$ cat config.mk
export PLATFORM = sky130hd
export DESIGN_NAME = dlx_mmio_responder
export DESIGN_NICKNAME = d
export VERILOG_FILES = /design/src/rtl/dlx_mmio_pkg.sv /design/src/rtl/sync_fifo.sv /design/src/rtl/dlx_mmio_responder.sv
export SDC_FILE = /design/constraint.sdc
export NUM_CORES = 1
export LEC_CHECK = 0
export CAP_MARGIN = 10
export CORE_UTILIZATION = 35
export DETAILED_ROUTE_END_ITERATION = 8
export PLACE_DENSITY = 0.56
export SLEW_MARGIN = 15
export SYNTH_ARGS = -nofsm -noshare
export SYNTH_HDL_FRONTEND = slang
export SYNTH_SLANG_ARGS = --single-unit
$ cat constraint.sdc
create_clock -name clk -period 3.27 [get_ports clk]
set_input_delay 0.327 -clock clk [delete_from_list [all_inputs] [get_ports clk]]
set_output_delay 0.327 -clock clk [all_outputs]
set_load 0.1 [all_outputs]
$ cat src/rtl/dlx_mmio_pkg.sv
// Register map, STATUS bit positions and default window base for the DLX MMIO responder.
package dlx_mmio_pkg;

  localparam logic [31:0] MMIO_BASE_ADDR = 32'hFFFF_FF00;

  localparam logic [7:0] MMIO_CONSOLE = 8'h00;
  localparam logic [7:0] MMIO_STATUS  = 8'h04;
  localparam logic [7:0] MMIO_CYCLES  = 8'h08;
  localparam logic [7:0] MMIO_RELOAD  = 8'h0C;
  localparam logic [7:0] MMIO_TCOUNT  = 8'h10;
  localparam logic [7:0] MMIO_GPIO    = 8'h14;
  localparam logic [7:0] MMIO_LEVEL   = 8'h18;

  localparam int STAT_EMPTY    = 0;
  localparam int STAT_FULL     = 1;
  localparam int STAT_OVERFLOW = 2;
  localparam int STAT_EXPIRED  = 3;

endpackage

$ cat src/rtl/sync_fifo.sv
// Single-clock FIFO, no fall-through; a push into a full FIFO is accepted only when a pop
// frees the slot in the same cycle. The head reads as zero while empty.
module sync_fifo #(
  parameter int WIDTH = 8,
  parameter int DEPTH = 8
) (
  input  logic                     clk,
  input  logic                     rst,
  input  logic                     push,
  input  logic [WIDTH-1:0]         push_data,
  input  logic                     pop,
  output logic [WIDTH-1:0]         pop_data,
  output logic                     full,
  output logic                     empty,
  output logic [$clog2(DEPTH):0]   level
);

  localparam int AW = $clog2(DEPTH);

  logic [WIDTH-1:0] mem [DEPTH];
  logic [AW-1:0]    wr_ptr;
  logic [AW-1:0]    rd_ptr;
  logic             do_push;
  logic             do_pop;

  assign empty    = (level == '0);
  assign full     = (level == (AW+1)'(DEPTH));
  assign do_pop   = pop && !empty;
  assign do_push  = push && (!full || do_pop);
  assign pop_data = empty ? '0 : mem[rd_ptr];

  // Power-of-two depth lets the pointers wrap by natural overflow.
  always_ff @(posedge clk) begin
    if (rst) begin
      wr_ptr <= '0;
      rd_ptr <= '0;
      level  <= '0;
    end else begin
      if (do_push) wr_ptr <= wr_ptr + 1'b1;
      if (do_pop)  rd_ptr <= rd_ptr + 1'b1;
      if (do_push && !do_pop)      level <= level + 1'b1;
      else if (do_pop && !do_push) level <= level - 1'b1;
    end
  end

  always_ff @(posedge clk) begin
    if (do_push) mem[wr_ptr] <= push_data;
  end

endmodule

$ cat src/rtl/dlx_mmio_responder.sv
// MMIO window beside sp_ram on the DLX data port: console FIFO, cycle counter, reload timer, GPIO.
// Reads are registered (1-cycle latency, rd_hit qualifies rd_data); the FIFO drains on tx_valid/tx_ready.
module dlx_mmio_responder
  import dlx_mmio_pkg::*;
#(
  parameter int                    DATA_WIDTH = 32,
  parameter int                    ADDR_WIDTH = 32,
  parameter logic [ADDR_WIDTH-1:0] BASE_ADDR  = MMIO_BASE_ADDR,
  parameter int                    FIFO_DEPTH = 8
) (
  input  logic                  clk,
  input  logic                  rst,
  input  logic                  rd_ena,
  input  logic                  wr_ena,
  input  logic [ADDR_WIDTH-1:0] address,
  input  logic [DATA_WIDTH-1:0] wr_data,
  output logic [DATA_WIDTH-1:0] rd_data,
  output logic                  rd_hit,
  output logic                  tx_valid,
  output logic [7:0]            tx_data,
  input  logic                  tx_ready,
  output logic                  timer_irq,
  output logic [31:0]           gpio_out
);

  localparam int LW = $clog2(FIFO_DEPTH) + 1;

  logic                  hit;
  logic [7:0]            reg_off;
  logic                  wr_en;
  logic                  rd_en;
  logic                  wr_console;
  logic                  wr_status;
  logic                  wr_cycles;
  logic                  wr_reload;
  logic                  wr_gpio;
  logic                  fifo_full;
  logic                  fifo_empty;
  logic                  fifo_pop;
  logic                  fifo_drop;
  logic [LW-1:0]         fifo_level;
  logic                  timer_fire;
  logic                  overflow;
  logic                  expired;
  logic [DATA_WIDTH-1:0] cycles;
  logic [DATA_WIDTH-1:0] reload;
  logic [DATA_WIDTH-1:0] tcount;
  logic [DATA_WIDTH-1:0] rd_value;
  logic                  unused_addr;

  assign hit         = (address[ADDR_WIDTH-1:8] == BASE_ADDR[ADDR_WIDTH-1:8]);
  assign reg_off     = {address[7:2], 2'b00};
  assign unused_addr = ^address[1:0];

  assign wr_en      = wr_ena && hit;
  assign rd_en      = rd_ena && hit;
  assign wr_console = wr_en && (reg_off == MMIO_CONSOLE);
  assign wr_status  = wr_en && (reg_off == MMIO_STATUS);
  assign wr_cycles  = wr_en && (reg_off == MMIO_CYCLES);
  assign wr_reload  = wr_en && (reg_off == MMIO_RELOAD);
  assign wr_gpio    = wr_en && (reg_off == MMIO_GPIO);

  assign tx_valid   = !fifo_empty;
  assign fifo_pop   = tx_valid && tx_ready;
  assign fifo_drop  = wr_console && fifo_full && !fifo_pop;
  assign timer_fire = !wr_reload && (reload != '0) && (tcount == '0);
  assign timer_irq  = expired;

  sync_fifo #(
    .WIDTH (8),
    .DEPTH (FIFO_DEPTH)
  ) u_console_fifo (
    .clk       (clk),
    .rst       (rst),
    .push      (wr_console),
    .push_data (wr_data[7:0]),
    .pop       (fifo_pop),
    .pop_data  (tx_data),
    .full      (fifo_full),
    .empty     (fifo_empty),
    .level     (fifo_level)
  );

  always_ff @(posedge clk) begin
    if (rst)            cycles <= '0;
    else if (wr_cycles) cycles <= wr_data;
    else                cycles <= cycles + 1'b1;
  end

  always_ff @(posedge clk) begin
    if (rst)          gpio_out <= '0;
    else if (wr_gpio) gpio_out <= wr_data[31:0];
  end

  // A RELOAD write takes priority over the countdown step in the same cycle.
  always_ff @(posedge clk) begin
    if (rst) begin
      reload <= '0;
      tcount <= '0;
    end else if (wr_reload) begin
      reload <= wr_data;
      tcount <= wr_data;
    end else if (reload != '0) begin
      if (tcount == '0) tcount <= reload;
      else              tcount <= tcount - 1'b1;
    end
  end

  // Sticky bits: a same-cycle set beats the W1C clear.
  always_ff @(posedge clk) begin
    if (rst) begin
      overflow <= 1'b0;
      expired  <= 1'b0;
    end else begin
      if (fifo_drop)                               overflow <= 1'b1;
      else if (wr_status && wr_data[STAT_OVERFLOW]) overflow <= 1'b0;
      if (timer_fire)                              expired  <= 1'b1;
      else if (wr_status && wr_data[STAT_EXPIRED])  expired  <= 1'b0;
    end
  end

  always_comb begin
    rd_value = '0;
    case (reg_off)
      MMIO_STATUS: begin
        rd_value[STAT_EMPTY]    = fifo_empty;
        rd_value[STAT_FULL]     = fifo_full;
        rd_value[STAT_OVERFLOW] = overflow;
        rd_value[STAT_EXPIRED]  = expired;
      end
      MMIO_CYCLES: rd_value = cycles;
      MMIO_RELOAD: rd_value = reload;
      MMIO_TCOUNT: rd_value = tcount;
      MMIO_GPIO:   rd_value = gpio_out;
      MMIO_LEVEL:  rd_value = DATA_WIDTH'(fifo_level);
      default:     rd_value = '0;
    endcase
  end

  always_ff @(posedge clk) begin
    if (rst) begin
      rd_data <= '0;
      rd_hit  <= 1'b0;
    end else begin
      rd_hit <= rd_en;
      if (rd_en) rd_data <= rd_value;
    end
  end

endmodule
==> results of run 1 <==
[worst max-delay path, stage by stage, from the launching register on]
cell and delay, ns:
dfxtp_1 0.47, or4b_2 0.65, nor2_1 0.26, nor4_4 0.09, ha_1 0.20, inv_1 0.09
ha_1 0.23, a21o_1 0.17, a21oi_1 0.17, xnor2_1 0.09, or3_1 0.30, a21oi_1 0.14
[metal layers]
layer	share of wire	global-route usage
met5	0	0
met2	0.49	0.340
met4	0.020	0.0480
met1	0.45	0.263
met3	0.044	0.0248
[cell type report]
class	instances	area (µm²)
Clock buffer	39	773
Clock inverter	13	136
Fill cell	3210	18100
Inverter	11	45.0
Multi-Input combinational cell	879	5720
Sequential cell	240	5450
Tap cell	442	553
Timing Repair Buffer	193	1810
[worst paths after layout]
check,cells past startpoint,start,end
worst max-delay path,11,u_console_fifo.level[3]$_SDFFE_PP0P_,u_console_fifo.level[3]$_SDFFE_PP0P_
worst min-delay path,4,address[2],overflow$_SDFFE_PP0P_
worst max register to register,11,u_console_fifo.level[3]$_SDFFE_PP0P_,u_console_fifo.level[3]$_SDFFE_PP0P_
worst min register to register,2,gpio_out[27]$_SDFFE_PP0P_,gpio_out[27]$_SDFFE_PP0P_
[cells in the mapped netlist, drive strengths merged (2+ instances only)]
| cell | n | share of area |
|---|---|---|
| xnor2 | 27 | 0.020 |
| a31oi | 5 | 0.0027 |
| o211ai | 5 | 0.0037 |
| or3 | 13 | 0.0070 |
| nand2b | 7 | 0.0038 |
| a221o | 28 | 0.024 |
| nor2 | 172 | 0.056 |
| and3 | 6 | 0.0033 |
| clkbuf | 51 | 0.017 |
| a22oi | 30 | 0.020 |
| a211oi | 51 | 0.035 |
| nand4 | 19 | 0.010 |
| nor3b | 2 | 0.0017 |
| o221ai | 13 | 0.014 |
| o2111ai | 2 | 0.0015 |
| dfxtp | 176 | 0.31 |
| a21oi | 96 | 0.042 |
| mux2i | 45 | 0.039 |
| a211o | 2 | 0.0015 |
| and4 | 3 | 0.0023 |
| buf | 32 | 0.016 |
| o32ai | 3 | 0.0023 |
| nand3 | 23 | 0.010 |
| nor2b | 2 | 0.0011 |
| inv | 11 | 0.0036 |
| mux4 | 16 | 0.031 |
| a221oi | 2 | 0.0015 |
| a31o | 2 | 0.0015 |
| a41oi | 2 | 0.0015 |
| nor4 | 26 | 0.021 |
| nor3 | 32 | 0.016 |
| edfxtp | 64 | 0.17 |
| ha | 8 | 0.0087 |
| mux2 | 4 | 0.0039 |
| o21ai | 5 | 0.0022 |
| nand2 | 164 | 0.055 |
| o22ai | 4 | 0.0022 |
| a21boi | 3 | 0.0020 |
| or2 | 5 | 0.0027 |
| xor2 | 21 | 0.016 |
| or4 | 7 | 0.0052 |
| and2 | 2 | 0.0011 |
| o21a | 7 | 0.0046 |
| nor4b | 3 | 0.0028 |
| a311oi | 2 | 0.0021 |
[flip-flops by register name (all words and copies together) (netlist names), named ones only]
| register | count |
|---|---|
| u_console_fifo.mem | 64 |
| timer_irq | 1 |
| reload | 32 |
| u_console_fifo.rd_ptr | 3 |
| gpio_out | 32 |
| rd_data | 32 |
| u_console_fifo.wr_ptr | 3 |
| u_console_fifo.level | 4 |
| overflow | 1 |
| rd_hit | 1 |
| tcount | 32 |
| cycles | 32 |
[report_power, final]
part | leakage [nW] | internal (mW) | switching (mW) | total [mW]
clock network | 0.450 | 1.88 | 1.23 | 3.11
registers | 1.99 | 3.05 | 0.00330 | 3.05
logic | 2.42 | 0.0948 | 0.120 | 0.215
[cells by family (layout without fill, tap and decap cells)]
family | Yosys count | count (layout) | share of synthesized area
AND/OR/NAND/NOR | 489 | 489 | 0.203
AO/OA/AOI/OAI | 268 | 268 | 0.169
flip-flops | 240 | 240 | 0.472
buffers and inverters | 94 | 256 | 0.0361
multiplexers | 65 | 65 | 0.0741
XOR/XNOR | 48 | 48 | 0.0364
adder cells (fa/ha/maj) | 9 | 9 | 0.0104
[stage by stage]
step	cell area, µm²	TNS (ns)	std cells	utilization
2_1_floorplan	11600	0	1213	-
3_3_place_gp	13600	0	1765	0.417
3_5_place_dp	13600	-0.0434	1765	0.417
4_1_cts	14500	0	1817	0.445
5_1_grt	14500	0	1817	0.445
6_report	14500	0	1817	0.445
==> impl_metrics.env, run 1 <==
export IMPL_tightestPinTransition_ns=1.05
export IMPL_grt_pass1_wl_mm=52.9
export IMPL_cts_tree="yes"
export IMPL_cellLeakagePower_nw=4.87
export IMPL_syn_nets=1291
export IMPL_syn_to_final_growth_pct=25.4
export IMPL_power_total_mw=6.38
export IMPL_clock_sinks=240
export IMPL_wire_per_inst_um=18.7
export IMPL_cp_start_kind="flip-flop"
export IMPL_path_class="reg2reg"
export IMPL_finalHoldViolCount=0
export IMPL_cap_viol_max_count=0
export IMPL_dr_pass1_iters=5
export IMPL_grt_usage=0.198
export IMPL_vias=9694
export IMPL_drt_iter0_drc=655
export IMPL_place_congestion=0.845
export IMPL_initial_utilization=0.355
export IMPL_reg2reg_slack_ns=0.32
export IMPL_clockRootBuffer="clkbuf_16"
export IMPL_io_pins=144
export IMPL_final_common_cell="dfxtp_1"
export IMPL_layout_common_cells="176 x dfxtp_1, 169 x nor2_1, 163 x nand2_1"
export IMPL_core_area_um2=32500
export IMPL_seq_area_frac_synth=0.472
export IMPL_clk_latency_ns=0.54
export IMPL_cp_max_fo=5
export IMPL_holdWs_ns=0.293
export IMPL_nets=1431
export IMPL_holdBufCountCts=0
export IMPL_rsz0062_at_grt="false"
export IMPL_cts_buffers=28
export IMPL_grt_start_max_net_pins=166
export IMPL_drcViolationCount=0
export IMPL_syn_avg_cell_area_um2=9.52
export IMPL_synthArstFlopShare=0
export IMPL_cts_repair_resized=0
export IMPL_die_h_um=184
export IMPL_irDropWorstVdd_mv=0.373
export IMPL_slew_violations=0
export IMPL_post_place_ws_ns=-0.0434
export IMPL_ys_ff_latch=240
export IMPL_status="complete, no violations"
export IMPL_synth_cells=1213
export IMPL_timing_fmax_ghz=0.339
export IMPL_dieArea_um2=33700
export IMPL_antenna_found_initial=0
export IMPL_fp_dieW_um=184
export IMPL_power_density_nw_per_um2=440
export IMPL_hpwlAfterDp_mm=23.7
export IMPL_num_antenna_cells=0
export IMPL_cts_max_path_buffers=3
export IMPL_setup_viol=0
export IMPL_clock_skew_ns=0.0138
export IMPL_via_per_inst=5.34
export IMPL_synth_area_um2=11500
export IMPL_grt_pass1_vias=9387
export IMPL_ys_warn_count=0
export IMPL_ant_nets=0
export IMPL_grt_ovfl_total=0
export IMPL_slew_headroom=0.298
export IMPL_crit_arrival_ns=3.41
export IMPL_row_count=66
export IMPL_fin_crit_sh=0.902
export IMPL_layout_setup_ws_ns=0.321
export IMPL_required_ns=3.73
export IMPL_cts_setup_buffers=0
export IMPL_synth_flop_cell="dfxtp_1"
export IMPL_synth_edf_count=64
export IMPL_finalCriticalPeriod_ns=2.95
export IMPL_clkTransAtPathRegs_ns=0.06
export IMPL_synth_cell_types=75
export IMPL_cts_htree_levels=1
export IMPL_port_buffers=141
export IMPL_hold_class="in2reg"
export IMPL_drive_above_1_share=0.122
export IMPL_routed_wl_mm=33.9
export IMPL_worstSetupEndpointType="flip-flop"
Note: power is estimated with default switching activity, not from simulation.
==> run 2, diff against run 1 <==
ABC_AREA = 1   (was default)
PLACE_DENSITY = 0.55   (was 0.56)
==> run 2 against run 1 <==
  * Fmax rose by 7.0%
  * Worst setup slack improved by 0.19 ns
  * Non-clock buffer count fell by 19
  * Critical path depth fell by 4
  * Cell area rose by 4.6%
  * Count of clock-buffer cells in the layout rose by 1
==> impl_metrics.env, run 2 <==
export IMPL_cts_max_path_buffers=3
export IMPL_vias=12300
export IMPL_cpMaxStageDelayCell="dfxtp_1"
export IMPL_fin_crit_sh=0.843
export IMPL_fp_dieW_um=190
export IMPL_port_buffers=141
export IMPL_cts_tree="yes"
export IMPL_grt_usage=0.258
export IMPL_synth_flop_cell="dfxtp_1"
export IMPL_rr_endpoint="u_console_fifo.level[3]$_SDFFE_PP0P_"
export IMPL_holdBufCountCts=0
export IMPL_clockRootBuffer="clkbuf_16"
export IMPL_crit_family="buffers and inverters"
export IMPL_tightestPinTransition_ns=1.06
export IMPL_seqCellArea_um2=5450
export IMPL_power_total_mw=8.24
export IMPL_setup_viol=0
export IMPL_wire_per_inst_um=19.8
export IMPL_clock_skew_ns=0.0104
export IMPL_critPathCapture="tx_data[0]"
export IMPL_core_area_um2=34700
export IMPL_synth_simple_area_share=0.314
export IMPL_ys_warn_count=0
export IMPL_path_class="reg2out"
export IMPL_clock_sinks=240
export IMPL_drcViolationCount=0
export IMPL_place_congestion=0.946
export IMPL_antenna_found_initial=1
export IMPL_synth_fa_ha_area_frac=0.00970
export IMPL_crit_buf_inv=3
export IMPL_cp_start_kind="flip-flop"
export IMPL_initial_utilization=0.357
export IMPL_cts_setup_buffers=0
export IMPL_holdWs_ns=0.229
export IMPL_rsz0062_at_grt="false"
export IMPL_syn_to_final_growth_pct=22.4
export IMPL_ys_ff_latch=240
export IMPL_grt_pass1_vias=11700
export IMPL_cts_repair_resized=0
export IMPL_r2r_start="u_console_fifo.level[0]$_SDFFE_PP0P_"
export IMPL_finalCriticalPeriod_ns=2.76
export IMPL_critPathMaxStageDelay_ns=0.32
export IMPL_synthArstFlopShare=0
export IMPL_syn_avg_cell_area_um2=7.04
export IMPL_via_per_inst=5.21
export IMPL_synth_area_mux_share=0
export IMPL_slew_headroom=0.292
export IMPL_status="complete, no violations"
export IMPL_grt_ovfl_total=0
export IMPL_min_delay_start="rst"
export IMPL_synth_area_leaders="dfxtp_1 28%, edfxtp_1 16%, nand2_1 13%, nor2_1 9.2%, o21ai_0 6.0%"
export IMPL_ant_nets=0
export IMPL_cts_htree_levels=1
export IMPL_reg2reg_depth=15
export IMPL_synth_area_leader_cell="dfxtp_1"
export IMPL_cp_num_cells=7
export IMPL_hpwlAfterDp_mm=34.1
export IMPL_cts_buffers=27
export IMPL_required_ns=2.94
export IMPL_synthTopCellsByCount="423 x nand2_1, 302 x nor2_1, 176 x dfxtp_1"
export IMPL_worstSetupEndpointType="output port"
export IMPL_drt_iter0_drc=1031
export IMPL_power_density_nw_per_um2=544
export IMPL_grt_pass1_wl_mm=70.8
export IMPL_seq_area_frac_synth=0.440
export IMPL_multiInputGateArea_um2=6120
export IMPL_row_count=68
export IMPL_top_register="u_console_fifo.mem"
export IMPL_fin_util=0.437
export IMPL_nets=1960
export IMPL_synth_xor_area_frac=0.0276
export IMPL_clkTransAtPathRegs_ns=0.07
export IMPL_crit_chain="inv_1 -> buf_4 -> o21ai_0 -> o22ai_1 -> o21ai_0 -> a31oi_2 -> buf_4"
export IMPL_clk_latency_ns=0.55
export IMPL_grt_start_max_net_pins=62
export IMPL_drive_above_1_share=0.0605
export IMPL_dr_pass1_iters=5
export IMPL_finalHoldViolCount=0
export IMPL_routed_wl_mm=46.7
export IMPL_cellLeakagePower_nw=5.81
export IMPL_die_h_um=190
export IMPL_reg2reg_slack_ns=0.91
export IMPL_irDropWorstVdd_mv=1.32
export IMPL_synth_cell_types=40
export IMPL_slew_violations=0
export IMPL_layout_common_cells="423 x nand2_1, 302 x nor2_1, 176 x dfxtp_1"
export IMPL_hold_class="in2reg"
export IMPL_synth_cells=1758
export IMPL_synth_most_common_cell="nand2_1"
export IMPL_cap_viol_max_count=0
export IMPL_setup_tns_final_ns=0
export IMPL_synth_edf_count=64
export IMPL_dieArea_um2=36100
export IMPL_crit_arrival_ns=2.43
export IMPL_synth_top_family_by_area="simple AND/OR/NAND/NOR gates"
export IMPL_synth_area_um2=12400
export IMPL_syn_nets=1836
export IMPL_synth_compound_area_share=0.139
export IMPL_io_pins=144
export IMPL_cp_max_fo=21
export IMPL_timing_fmax_ghz=0.363
export IMPL_final_common_cell="nand2_1"
export IMPL_fill_cells=3590
export IMPL_largest_reg_flops=64
export IMPL_synth_top_area_share=0.285
run 2: report_power, final:
part	total, mW	switching (mW)	internal (mW)	leakage (nW)
Combinational	2.15	1.54	0.610	3.40
Sequential	3.15	0.0462	3.10	1.99
Clock	2.94	1.26	1.68	0.412
run 2: through the flow:
step | setup WS, ns | cell area, µm² | cells
finish | 0.514 | 15200 | 2357
global route | 0.351 | 15200 | 2356
CTS | 0.484 | 15200 | 2356
detailed placement | 0.387 | 14300 | 2308
global placement | 0.451 | 14300 | 2308
floorplan | 0.0983 | 12400 | 1758
run 2: final cells by class:
| class | instances | share of cell area |
|---|---|---|
| Inverter | 134 | 0.0332 |
| Tap cell | 455 | 0.0376 |
| Clock buffer | 40 | 0.0504 |
| Clock inverter | 8 | 0.00446 |
| Multi-Input combinational cell | 1305 | 0.404 |
| Timing Repair Buffer | 174 | 0.111 |
| Antenna cell | 1 | 0.000165 |
| Sequential cell | 240 | 0.359 |
run 2: routing by layer:
metal | up-vias | GRT usage | share of wire
li1 | 6028 | - | -
met1 | 5695 | 0.352 | 0.45
met2 | 461 | 0.409 | 0.44
met3 | 97 | 0.0360 | 0.065
met4 | 0 | 0.107 | 0.043
met5 | - | 0 | 0
run 2: logic make-up (layout without fill, tap and decap cells):
group,after synthesis,count (layout)
DFF,240,240
xor gates and xnor gates,39,39
and+or+nand+nor,928,928
other,0,1
adders and majority gates,9,9
buffers and inverters,213,356
AOI/OAI and AO/OA,329,329
run 2: worst min-delay path by stage:
stage / end / slack, ns / cells past startpoint
finish: tcount[20]$_SDFFE_PP0P_ / 0.23 / 2
global placement: u_console_fifo.rd_ptr[2]$_SDFFE_PP0P_ / 0.45 / 2
global route: tcount[24]$_SDFFE_PP0P_ / 0.22 / 2
detailed placement: flip-flop / 0.45 / 2
floorplan: u_console_fifo.mem[0][0]$_DFFE_PP_ / 0.43 / 0
CTS: tcount[19]$_SDFFE_PP0P_ / 0.19 / 2
run 2: worst reg2reg max path: cells and delay by family, from the launching register on:
family,cells,cell delay (ns)
simple gates,9,0.83
compound gates,3,0.40
fa+ha+maj,2,0.49
flops,1,0.46
buf+inv,1,0.09
